`src/rtl/decode_ctrl_stage.sv`:
```
// decode_ctrl_stage: ID-stage decode controller with a registered ID/EX
// control bundle, valid/ready handshake, flush and divide busy sequencer.
// Optional feature macro: DECODE_MEXT_EN enables M-extension decode and the
// divide occupancy sequencer. Without it, M encodings decode as illegal and
// busy is tied low.
module decode_ctrl_stage #(
    parameter int XLEN       = 32,
    parameter int DIV_CYCLES = 33,
    parameter int ALUCTL_W   = 5
) (
    input  logic                clk,
    input  logic                rst_n,
    input  logic                in_valid,
    output logic                in_ready,
    input  logic [31:0]         instr,
    input  logic                flush,
    output logic                out_valid,
    input  logic                out_ready,
    output logic                reg_write,
    output logic                mem_write,
    output logic                jump,
    output logic                branch,
    output logic                alu_src,
    output logic                srca_src,
    output logic                jump_reg,
    output logic                is_word_op,
    output logic                is_muldiv,
    output logic                illegal,
    output logic [1:0]          result_src,
    output logic [2:0]          imm_src,
    output logic [ALUCTL_W-1:0] alu_control,
    output logic                busy
);

    localparam logic [6:0] OPC_LOAD     = 7'b0000011;
    localparam logic [6:0] OPC_STORE    = 7'b0100011;
    localparam logic [6:0] OPC_OP       = 7'b0110011;
    localparam logic [6:0] OPC_OP_IMM   = 7'b0010011;
    localparam logic [6:0] OPC_OP_32    = 7'b0111011;
    localparam logic [6:0] OPC_OP_IMM32 = 7'b0011011;
    localparam logic [6:0] OPC_BRANCH   = 7'b1100011;
    localparam logic [6:0] OPC_JAL      = 7'b1101111;
    localparam logic [6:0] OPC_JALR     = 7'b1100111;
    localparam logic [6:0] OPC_LUI      = 7'b0110111;
    localparam logic [6:0] OPC_AUIPC    = 7'b0010111;

    // Writeback select, immediate format and ALU operation encodings.
    localparam logic [1:0] RES_MEM   = 2'b01;
    localparam logic [1:0] RES_PC4   = 2'b10;
    localparam logic [2:0] IMM_I     = 3'b000;
    localparam logic [2:0] IMM_S     = 3'b001;
    localparam logic [2:0] IMM_B     = 3'b010;
    localparam logic [2:0] IMM_J     = 3'b011;
    localparam logic [2:0] IMM_U     = 3'b100;
    localparam logic [3:0] ALU_ADD   = 4'b0000;
    localparam logic [3:0] ALU_SUB   = 4'b1000;
    localparam logic [3:0] ALU_PASSB = 4'b1111;

    localparam logic IS_RV64 = (XLEN == 64);

    typedef struct packed {
        logic                reg_write;
        logic                mem_write;
        logic                jump;
        logic                branch;
        logic                alu_src;
        logic                srca_src;
        logic                jump_reg;
        logic                is_word_op;
        logic                is_muldiv;
        logic                illegal;
        logic [1:0]          result_src;
        logic [2:0]          imm_src;
        logic [ALUCTL_W-1:0] alu_control;
    } ctrl_t;

    localparam int CTRL_W = $bits(ctrl_t);

    logic [6:0] opcode_s;
    logic [2:0] funct3_s;
    logic [6:0] funct7_s;
    logic [6:0] shift_f7_s;
    logic       legal_s;
    logic       is_div_s;
    logic       accept_s;
    logic       in_ready_s;
    logic       busy_s;
    ctrl_t      dec_s;
    ctrl_t      bundle_d;
    ctrl_t      bundle_q;
    logic       out_valid_d;
    logic       out_valid_q;
    logic       unused_instr_s;

    assign opcode_s = instr[6:0];
    assign funct3_s = instr[14:12];
    assign funct7_s = instr[31:25];
    // RV64 immediate shifts carry a 6-bit shamt, so bit 25 is not part of funct.
    assign shift_f7_s = IS_RV64 ? {instr[31:26], 1'b0} : funct7_s;
    assign unused_instr_s = ^{instr[24:15], instr[11:7]};

    // Combinational instruction decode into a control bundle plus legality.
    always_comb begin
        dec_s    = ctrl_t'({CTRL_W{1'b0}});
        legal_s  = 1'b0;
        is_div_s = 1'b0;
        case (opcode_s)
            OPC_LOAD: begin
                dec_s.reg_write  = 1'b1;
                dec_s.alu_src    = 1'b1;
                dec_s.result_src = RES_MEM;
                dec_s.imm_src    = IMM_I;
                dec_s.alu_control[3:0] = ALU_ADD;
                legal_s = (funct3_s == 3'b000) || (funct3_s == 3'b001) ||
                          (funct3_s == 3'b010) || (funct3_s == 3'b100) ||
                          (funct3_s == 3'b101) ||
                          (IS_RV64 && ((funct3_s == 3'b011) || (funct3_s == 3'b110)));
            end
            OPC_STORE: begin
                dec_s.mem_write = 1'b1;
                dec_s.alu_src   = 1'b1;
                dec_s.imm_src   = IMM_S;
                dec_s.alu_control[3:0] = ALU_ADD;
                legal_s = (funct3_s == 3'b000) || (funct3_s == 3'b001) ||
                          (funct3_s == 3'b010) || (IS_RV64 && (funct3_s == 3'b011));
            end
            OPC_OP, OPC_OP_32: begin
                dec_s.reg_write  = 1'b1;
                dec_s.is_word_op = (opcode_s == OPC_OP_32);
                if (funct7_s == 7'b0000000) begin
                    dec_s.alu_control[3:0] = {1'b0, funct3_s};
                    if (opcode_s == OPC_OP) begin
                        legal_s = 1'b1;
                    end else begin
                        legal_s = IS_RV64 && ((funct3_s == 3'b000) ||
                                  (funct3_s == 3'b001) || (funct3_s == 3'b101));
                    end
                end else if (funct7_s == 7'b0100000) begin
                    dec_s.alu_control[3:0] = {1'b1, funct3_s};
                    legal_s = ((funct3_s == 3'b000) || (funct3_s == 3'b101)) &&
                              ((opcode_s == OPC_OP) || IS_RV64);
`ifdef DECODE_MEXT_EN
                end else if (funct7_s == 7'b0000001) begin
                    dec_s.alu_control[4]   = 1'b1;
                    dec_s.alu_control[3:0] = {1'b0, funct3_s};
                    dec_s.is_muldiv        = 1'b1;
                    is_div_s               = funct3_s[2];
                    if (opcode_s == OPC_OP) begin
                        legal_s = 1'b1;
                    end else begin
                        legal_s = IS_RV64 && ((funct3_s == 3'b000) || funct3_s[2]);
                    end
`endif
                end else begin
                    legal_s = 1'b0;
                end
            end
            OPC_OP_IMM: begin
                dec_s.reg_write = 1'b1;
                dec_s.alu_src   = 1'b1;
                dec_s.imm_src   = IMM_I;
                case (funct3_s)
                    3'b001: begin
                        dec_s.alu_control[3:0] = 4'b0001;
                        legal_s = (shift_f7_s == 7'b0000000);
                    end
                    3'b101: begin
                        if (shift_f7_s == 7'b0000000) begin
                            dec_s.alu_control[3:0] = 4'b0101;
                            legal_s = 1'b1;
                        end else if (shift_f7_s == 7'b0100000) begin
                            dec_s.alu_control[3:0] = 4'b1101;
                            legal_s = 1'b1;
                        end else begin
                            legal_s = 1'b0;
                        end
                    end
                    default: begin
                        dec_s.alu_control[3:0] = {1'b0, funct3_s};
                        legal_s = 1'b1;
                    end
                endcase
            end
            OPC_OP_IMM32: begin
                dec_s.reg_write  = 1'b1;
                dec_s.alu_src    = 1'b1;
                dec_s.imm_src    = IMM_I;
                dec_s.is_word_op = 1'b1;
                case (funct3_s)
                    3'b000: begin
                        dec_s.alu_control[3:0] = ALU_ADD;
                        legal_s = IS_RV64;
                    end
                    3'b001: begin
                        dec_s.alu_control[3:0] = 4'b0001;
                        legal_s = IS_RV64 && (funct7_s == 7'b0000000);
                    end
                    3'b101: begin
                        dec_s.alu_control[3:0] = {funct7_s[5], 3'b101};
                        legal_s = IS_RV64 && ((funct7_s == 7'b0000000) ||
                                              (funct7_s == 7'b0100000));
                    end
                    default: begin
                        legal_s = 1'b0;
                    end
                endcase
            end
            OPC_BRANCH: begin
                dec_s.branch  = 1'b1;
                dec_s.imm_src = IMM_B;
                dec_s.alu_control[3:0] = ALU_SUB;
                legal_s = (funct3_s != 3'b010) && (funct3_s != 3'b011);
            end
            OPC_JAL: begin
                dec_s.reg_write  = 1'b1;
                dec_s.jump       = 1'b1;
                dec_s.imm_src    = IMM_J;
                dec_s.result_src = RES_PC4;
                legal_s = 1'b1;
            end
            OPC_JALR: begin
                dec_s.reg_write  = 1'b1;
                dec_s.jump       = 1'b1;
                dec_s.jump_reg   = 1'b1;
                dec_s.alu_src    = 1'b1;
                dec_s.imm_src    = IMM_I;
                dec_s.result_src = RES_PC4;
                dec_s.alu_control[3:0] = ALU_ADD;
                legal_s = (funct3_s == 3'b000);
            end
            OPC_LUI: begin
                dec_s.reg_write = 1'b1;
                dec_s.alu_src   = 1'b1;
                dec_s.imm_src   = IMM_U;
                dec_s.alu_control[3:0] = ALU_PASSB;
                legal_s = 1'b1;
            end
            OPC_AUIPC: begin
                dec_s.reg_write = 1'b1;
                dec_s.alu_src   = 1'b1;
                dec_s.srca_src  = 1'b1;
                dec_s.imm_src   = IMM_U;
                dec_s.alu_control[3:0] = ALU_ADD;
                legal_s = 1'b1;
            end
            default: begin
                legal_s = 1'b0;
            end
        endcase
        // An illegal instruction carries nothing but the illegal flag.
        if (legal_s) begin
            dec_s.illegal = 1'b0;
        end else begin
            dec_s         = ctrl_t'({CTRL_W{1'b0}});
            dec_s.illegal = 1'b1;
            is_div_s      = 1'b0;
        end
    end

    // Handshake: accept when ready, hold while stalled, drop after consume.
    always_comb begin
        in_ready_s = rst_n && !flush && !busy_s && (!out_valid_q || out_ready);
        accept_s   = in_valid && in_ready_s;
        if (accept_s) begin
            out_valid_d = 1'b1;
            bundle_d    = dec_s;
        end else if (out_ready) begin
            out_valid_d = 1'b0;
            bundle_d    = bundle_q;
        end else begin
            out_valid_d = out_valid_q;
            bundle_d    = bundle_q;
        end
    end

    // Output pipeline register; flush kills the bundle ahead of any accept.
    always_ff @(posedge clk) begin
        if (!rst_n) begin
            out_valid_q <= 1'b0;
            bundle_q    <= ctrl_t'({CTRL_W{1'b0}});
        end else if (flush) begin
            out_valid_q <= 1'b0;
            bundle_q    <= ctrl_t'({CTRL_W{1'b0}});
        end else begin
            out_valid_q <= out_valid_d;
            bundle_q    <= bundle_d;
        end
    end

`ifdef DECODE_MEXT_EN
    localparam int CNT_W = (DIV_CYCLES > 2) ? $clog2(DIV_CYCLES) : 1;

    logic [CNT_W-1:0] busy_cnt_d;
    logic [CNT_W-1:0] busy_cnt_q;

    // Divide occupancy: load on divide accept, count down, stop at zero.
    always_comb begin
        if (accept_s && is_div_s) begin
            busy_cnt_d = CNT_W'(DIV_CYCLES - 1);
        end else if (busy_cnt_q != {CNT_W{1'b0}}) begin
            busy_cnt_d = busy_cnt_q - CNT_W'(1);
        end else begin
            busy_cnt_d = busy_cnt_q;
        end
    end

    // Occupancy counter register, cleared by reset and flush.
    always_ff @(posedge clk) begin
        if (!rst_n) begin
            busy_cnt_q <= {CNT_W{1'b0}};
        end else if (flush) begin
            busy_cnt_q <= {CNT_W{1'b0}};
        end else begin
            busy_cnt_q <= busy_cnt_d;
        end
    end

    assign busy_s = (busy_cnt_q != {CNT_W{1'b0}});
`else
    localparam int unused_div_cycles = DIV_CYCLES;
    logic unused_div_s;
    assign unused_div_s = is_div_s;
    assign busy_s       = 1'b0;
`endif

    assign in_ready    = in_ready_s;
    assign busy        = busy_s;
    assign out_valid   = out_valid_q;
    assign reg_write   = bundle_q.reg_write;
    assign mem_write   = bundle_q.mem_write;
    assign jump        = bundle_q.jump;
    assign branch      = bundle_q.branch;
    assign alu_src     = bundle_q.alu_src;
    assign srca_src    = bundle_q.srca_src;
    assign jump_reg    = bundle_q.jump_reg;
    assign is_word_op  = bundle_q.is_word_op;
    assign is_muldiv   = bundle_q.is_muldiv;
    assign illegal     = bundle_q.illegal;
    assign result_src  = bundle_q.result_src;
    assign imm_src     = bundle_q.imm_src;
    assign alu_control = bundle_q.alu_control;

endmodule

```
`config.mk`:
```
export PLATFORM = sky130hd
export DESIGN_NAME = decode_ctrl_stage
export DESIGN_NICKNAME = d
export VERILOG_FILES = /design/src/rtl/decode_ctrl_stage.sv
export SDC_FILE = /design/constraint.sdc
export NUM_CORES = 1
export LEC_CHECK = 0
export ABC_AREA = 1
export CORE_UTILIZATION = 35
export CTS_CLUSTER_SIZE = 24
export DETAILED_ROUTE_END_ITERATION = 8
export PLACE_DENSITY_LB_ADDON = 0.12
export SYNTH_ARGS = -nofsm -noshare
export SYNTH_HDL_FRONTEND = slang
export SYNTH_SLANG_ARGS = --single-unit
```
`constraint.sdc`:
```
create_clock -name clk -period 1.5 [get_ports clk]
set_clock_uncertainty 0.2 [all_clocks]
set_input_delay 0.15 -clock clk [delete_from_list [all_inputs] [get_ports clk]]
set_output_delay 0.15 -clock clk [all_outputs]
set_load 0.05 [all_outputs]
```
==> impl_metrics.json, run 1 <==
{
  "p_sw_uw": 304,
  "dpl.hpwl_um": 2490,
  "rsz0062_at_grt": "yes",
  "required_ns": 1.15,
  "gp_congestion": 0.810,
  "max_stage_delay_ns": 0.36,
  "cp_max_fo": 2,
  "maxCapViolations": 0,
  "yosysTopAreaCell": "dfxtp_1",
  "seqPwrFrac_pct": 49.3,
  "layout.nets": 306,
  "first_global_vias": 1250,
  "synth.top_cells.by_area": "dfxtp_1 32%, nand2_1 16%, nand3_1 13%",
  "end_kind": "output pin",
  "cts.sinks": 19,
  "place_area_um2": 2030,
  "dr.pass1.iters": 4,
  "grt_antenna_before_repair": 0,
  "antenna_cells": 0,
  "crit_start": "out_valid",
  "ys.flop_type": "dfxtp_1",
  "synth-edff-count": 0,
  "intPower_uw": 724,
  "hold_path_class": "in2reg",
  "instances_no_fill": 312,
  "area_delta_synth_final_pct": 83.0,
  "vdd_ir_drop_max_uv": 335,
  "die_h_um": 60.5,
  "largest_reg_flops": 4,
  "yosysUniqueCellTypes": 21,
  "io_buffers": 41,
  "drc_errors": 0,
  "syn_area_per_cell_um2": 6.05,
  "cts.clk_slew.worst_paths_ns": 0.10,
  "max_freq_mhz": 685,
  "finalSetupTns_ns": 0,
  "grt_use_total_pct": 18.4,
  "synth_top_area_share_pct": 31.7,
  "dieWidth_um": 60.5,
  "power_frac_clock_pct": 24.9,
  "worstSkewPairLatency_ns": 0.29,
  "reg2reg_depth": 7,
  "combPwrFrac_pct": 25.8,
  "synthMostInstantiatedCell": "nand2_1",
  "start_util_pct": 38.0,
  "drtIter0Drc": 46,
  "yosysSeqAreaShare_pct": 31.7,
  "crit_buf_inv": 3,
  "setup_viol": 0,
  "cp_num_cells": 5,
  "p_sw_share_pct": 29.5,
  "cts_buffer_depth": 2,
  "final.period_utilization_pct": 97.3,
  "cts_root_buf": "clkbuf_4",
  "status": "completed",
  "drive_above_1_share_pct": 35.1,
  "cp_top_family": "flip-flops",
  "arrival_ns": 1.11,
  "async_flop_share_pct": 0,
  "crit-reg2reg-launch": "out_valid",
  "endpoint": "in_ready",
  "critPathLaunchType": "flop",
  "io_pins": 60,
  "grt_pass1_wl_um": 5150,
  "design_area_um2": 2190,
  "ant_nets": 0,
  "slew_violations": 0,
  "hold_buffers": 0,
  "finalHoldViolCount": 0,
  "critPathKind": "reg2out",
  "cts_buffers": 3,
  "netlist_instances": 198,
  "r2r-end": "alu_control[1]",
  "synth_warnings": 0,
  "cts_max_level": 1,
  "viasPerCell": 4.74,
  "ys_seq_elements": 19,
  "wirelength_um": 3380,
  "p_leak_uw": 0.000958,
  "path_cells": "inv_2 -> nor2_4 -> nor2_4 -> buf_6 -> buf_12",
  "synthTopCellsByCount": "50 x nand2_1, 32 x nor2_1, 30 x nand3_1",
  "cp_common_cell": "nor2_4",
  "vias": 1480,
  "place_inst": 305,
  "cts_tree": "done",
  "period_needed_ns": 1.46,
  "wl_per_cell_um": 10.8,
  "syn-cell-area_um2": 1200,
  "crit_slowest_cell": "dfxtp_4",
  "r2r_setup_slack_ns": 0.12,
  "grt_overflow_total": 0,
  "rows": 20,
  "die_area_um2": 3660,
  "core_area_um2": 3150,
  "powerDensity_nw_per_um2": 468,
  "grt_max_degree": 20
}
## per-stage QoR
step           total power, uW  util, %  setup slack, ns  hold slack [ns]
2_1_floorplan              638        -          -0.0848           0.0694
3_3_place_gp               761     64.4           -0.396            0.267
3_5_place_dp               761     64.4           -0.400            0.271
4_1_cts                   1010     66.4          0.00773            0.283
5_1_grt                   1070     69.6          -0.0312            0.281
6_report                  1030     69.6           0.0407            0.250
## logic make-up (layout without fill, tap and decap cells)
| kind of cell | Yosys count | count (layout) | synth area share (%) |
|---|---|---|---|
| simple gates | 123 | 124 | 44.8 |
| buf+inv | 30 | 97 | 12.5 |
| other cells | 1 | 3 | 0.313 |
| flops | 19 | 19 | 31.7 |
| compound gates | 25 | 25 | 10.6 |
## worst min-delay path by stage
stage                     from  slack [ns]  depth (start not counted)    endpoint
floorplan             in_valid        0.07                          2   out_valid
global placement    is_word_op        0.27                          2  is_word_op
detailed placement  is_word_op        0.27                          2  is_word_op
CTS                   in_valid        0.28                          3   out_valid
global route             rst_n        0.28                          6   reg_write
finish                   rst_n        0.25                          6   reg_write
## worst register-to-register path, cell delays in order (launching register included)
cell and delay, ns:
dfxtp_4 0.36, inv_2 0.04, nor2_4 0.13, nor2_4 0.05, nand2_2 0.14, buf_4 0.20
nand2_1 0.07, a21oi_1 0.14
## cell type report
cell class,count,area (um^2)
multi-input cells,152,801
flip-flops and latches,19,384
clock buffers,3,22.5
fillers,288,960
inverters,22,85.1
clock inverters,1,5.00
well taps,44,55.1
repair buffers,71,841
## power groups by stage
stage / sequential, uW / combinational (uW) / clock [uW]
final: 507 / 265 / 256
after global routing: 507 / 286 / 282
after CTS: 507 / 246 / 261
after floorplan: 524 / 114 / 0
after detailed placement: 519 / 242 / 0
after global placement: 519 / 242 / 0
## layer usage
| metal | track usage (%) | vias to the layer above | wire, um |
|---|---|---|---|
| li1 | - | 769 | - |
| met1 | 24.7 | 665 | 1490 |
| met2 | 30.9 | 44 | 1700 |
| met3 | 3.84 | 2 | 169 |
| met4 | 2.92 | 0 | 14 |
| met5 | 0 | - | 0 |
## cells in the final DEF, fill, tap and decap left out, types with 2 or more instances in the layout
cell / instances
nand2_4: 3
clkbuf_4: 3
nor2_4: 8
buf_4: 29
clkdlybuf4s50_1: 10
nand2_2: 6
nand2_1: 45
nor2_1: 21
nand4_1: 2
inv_1: 14
dlygate4sd2_1: 7
a21oi_1: 20
nand3_1: 25
buf_12: 20
nor2_2: 7
conb_1: 3
dfxtp_1: 18
inv_2: 7
o21ai_0: 2
nand3_2: 6
dlymetal6s2s_1: 4
## repair_timing
action | CTS | global route
setup buffers | 1 | 1
gates resized for setup | 17 | 27
setup endpoints to repair | 11 | 14
gates cloned | 0 | 1
pin swaps | 4 | 13
(Power assumes the default switching activity.)
==> run 2: changes to the inputs <==
--- a/config.mk
+++ b/config.mk
@@ -9,7 +9,8 @@
 export CORE_UTILIZATION = 35
 export CTS_CLUSTER_SIZE = 24
 export DETAILED_ROUTE_END_ITERATION = 8
-export PLACE_DENSITY_LB_ADDON = 0.12
+export PLACE_DENSITY = 0.71
+export SLEW_MARGIN = 20
 export SYNTH_ARGS = -nofsm -noshare
 export SYNTH_HDL_FRONTEND = slang
 export SYNTH_SLANG_ARGS = --single-unit
==> impl_metrics.json, run 2 (same netlist as run 1, synthesis figures left out) <==
{
  "layout_commonest_cell": "nand2_1",
  "grt_use_total_pct": 20.2,
  "period_needed_ns": 1.44,
  "busiest_layer": "met2",
  "intPower_uw": 716,
  "core_area_um2": 3150,
  "instances_no_fill": 307,
  "cts_buffer_depth": 2,
  "most-common-layout-cells": "45 x nand2_1, 25 x nand3_1, 24 x buf_4",
  "slew_violations": 0,
  "cts.sinks": 19,
  "dpl.hpwl_um": 2600,
  "grt_overflow_total": 0,
  "status": "completed",
  "dr.pass1.iters": 4,
  "cts.clk_slew.worst_paths_ns": 0.11,
  "largest_reg_flops": 4,
  "area_delta_synth_final_pct": 80.4,
  "vdd_ir_drop_max_uv": 450,
  "grt_pass1_wl_um": 5670,
  "maxCapViolations": 0,
  "cp_max_fo": 5,
  "end_kind": "flop",
  "required_ns": 1.54,
  "drtIter0Drc": 49,
  "p_leak_uw": 0.000959,
  "reg2reg_depth": 8,
  "combPwrFrac_pct": 25.2,
  "p_sw_share_pct": 29.2,
  "arrival_ns": 1.48,
  "start_util_pct": 38.0,
  "powerDensity_nw_per_um2": 468,
  "antenna_cells": 0,
  "gp_congestion": 0.922,
  "cts_root_buf": "clkbuf_4",
  "io_pins": 60,
  "hold_path_class": "in2reg",
  "power_frac_clock_pct": 24.7,
  "rows": 20,
  "cts_tree": "done",
  "final_core_util_pct": 68.6,
  "met3_usage_pct": 4.48,
  "ant_nets": 0,
  "finalHoldViolCount": 0,
  "p_sw_uw": 295,
  "worstSkewPairLatency_ns": 0.28,
  "seqPwrFrac_pct": 50.1,
  "wl_per_cell_um": 11.2,
  "drive_above_1_share_pct": 33.8,
  "grt_antenna_before_repair": 0,
  "hold_ws_ns": 0.206,
  "cts_max_level": 1,
  "die_area_um2": 3660,
  "place_area_um2": 2000,
  "layout.nets": 301,
  "rsz0062_at_grt": "yes",
  "dieWidth_um": 60.5,
  "place_inst": 301,
  "use_met2_pct": 36.4,
  "design_area_um2": 2160,
  "hold_depth": 8,
  "io_buffers": 41,
  "setup_viol": 0,
  "critPathLaunchType": "input port",
  "grt_max_degree": 20,
  "first_global_vias": 1354,
  "viasPerCell": 4.76,
  "wirelength_um": 3450,
  "drc_errors": 0,
  "cts_buffers": 3,
  "max_freq_mhz": 693,
  "met1_usage_pct": 25.6,
  "vias": 1462,
  "final.period_utilization_pct": 96.2,
  "critPathKind": "in2reg",
  "die_h_um": 60.5
}
==> run 2: cell count changes in the layout (fill, tap and decap cells not counted) <==
cell	delta
inv_2	-2
a21oi_1	-1
nor2_4	-1
inv_4	+1
nor2_2	+1
clkdlybuf4s50_1	-2
inv_1	+1
dlymetal6s2s_1	+2
a21oi_2	+1
buf_4	-5
==> run 2: timing repair <==
item / CTS / global route
buffers inserted: 0 / 1
setup endpoints to repair: 11 / 17
pin swaps: 4 / 8
cloned: 1 / 0
gates resized for setup: 16 / 30
hold buffers: 0 / 0
==> run 2: worst max-delay path, stage by stage <==
cell and delay, ns:
clkdlybuf4s50_1 0.41, nor2_2 0.15, nand2_2 0.09, nor2_4 0.12, nand3_1 0.08, nand2_1 0.08
inv_2 0.06, nand2_4 0.08, nand3_1 0.11, a21oi_2 0.14
==> run 2: power groups by stage <==
| stage | logic (uW) | clock network, uW | registers, uW |
|---|---|---|---|
| 2_1_floorplan | 114 | 0 | 524 |
| 3_5_place_dp | 235 | 0 | 519 |
| 3_3_place_gp | 232 | 0 | 519 |
| 5_1_grt | 277 | 291 | 507 |
| 6_report | 255 | 249 | 507 |
| 4_1_cts | 237 | 260 | 507 |
==> run 2: routing by layer <==
| layer | part of all wire, % | wire length (um) | vias to the layer above |
|---|---|---|---|
| li1 | - | - | 759 |
| met1 | 44 | 1520 | 656 |
| met2 | 51 | 1750 | 45 |
| met3 | 4.4 | 152 | 2 |
| met4 | 0.78 | 27 | 0 |
| met5 | 0 | 0 | - |
==> run 2: stage by stage <==
stage	power (uW)	TNS [ns]	worst slack, ns
after floorplan	638	-0.863	-0.0848
after global placement	751	-5.09	-0.345
after detailed placement	754	-5.70	-0.399
after CTS	1000	0	0.0105
after global routing	1070	-0.00790	-0.00790
final	1010	0	0.0566
==> run 2: worst paths after layout <==
check / from / endpoint / slack (ns)
worst min-delay path: instr[27] / alu_control[0] / 0.21
worst min register to register: is_word_op / is_word_op / 0.28
worst max-delay path: instr[26] / alu_control[2] / 0.06
worst max register to register: out_valid / mem_write / 0.13
==> run 2: layout make-up <==
cell class / count / area (um^2)
inverter: 22 / 87.6
clock inverter: 1 / 5.00
sequential: 19 / 384
clock buffer: 3 / 22.5
timing repair buffer: 66 / 808
fill: 268 / 991
tap: 44 / 55.1
multi-input combinational: 152 / 800
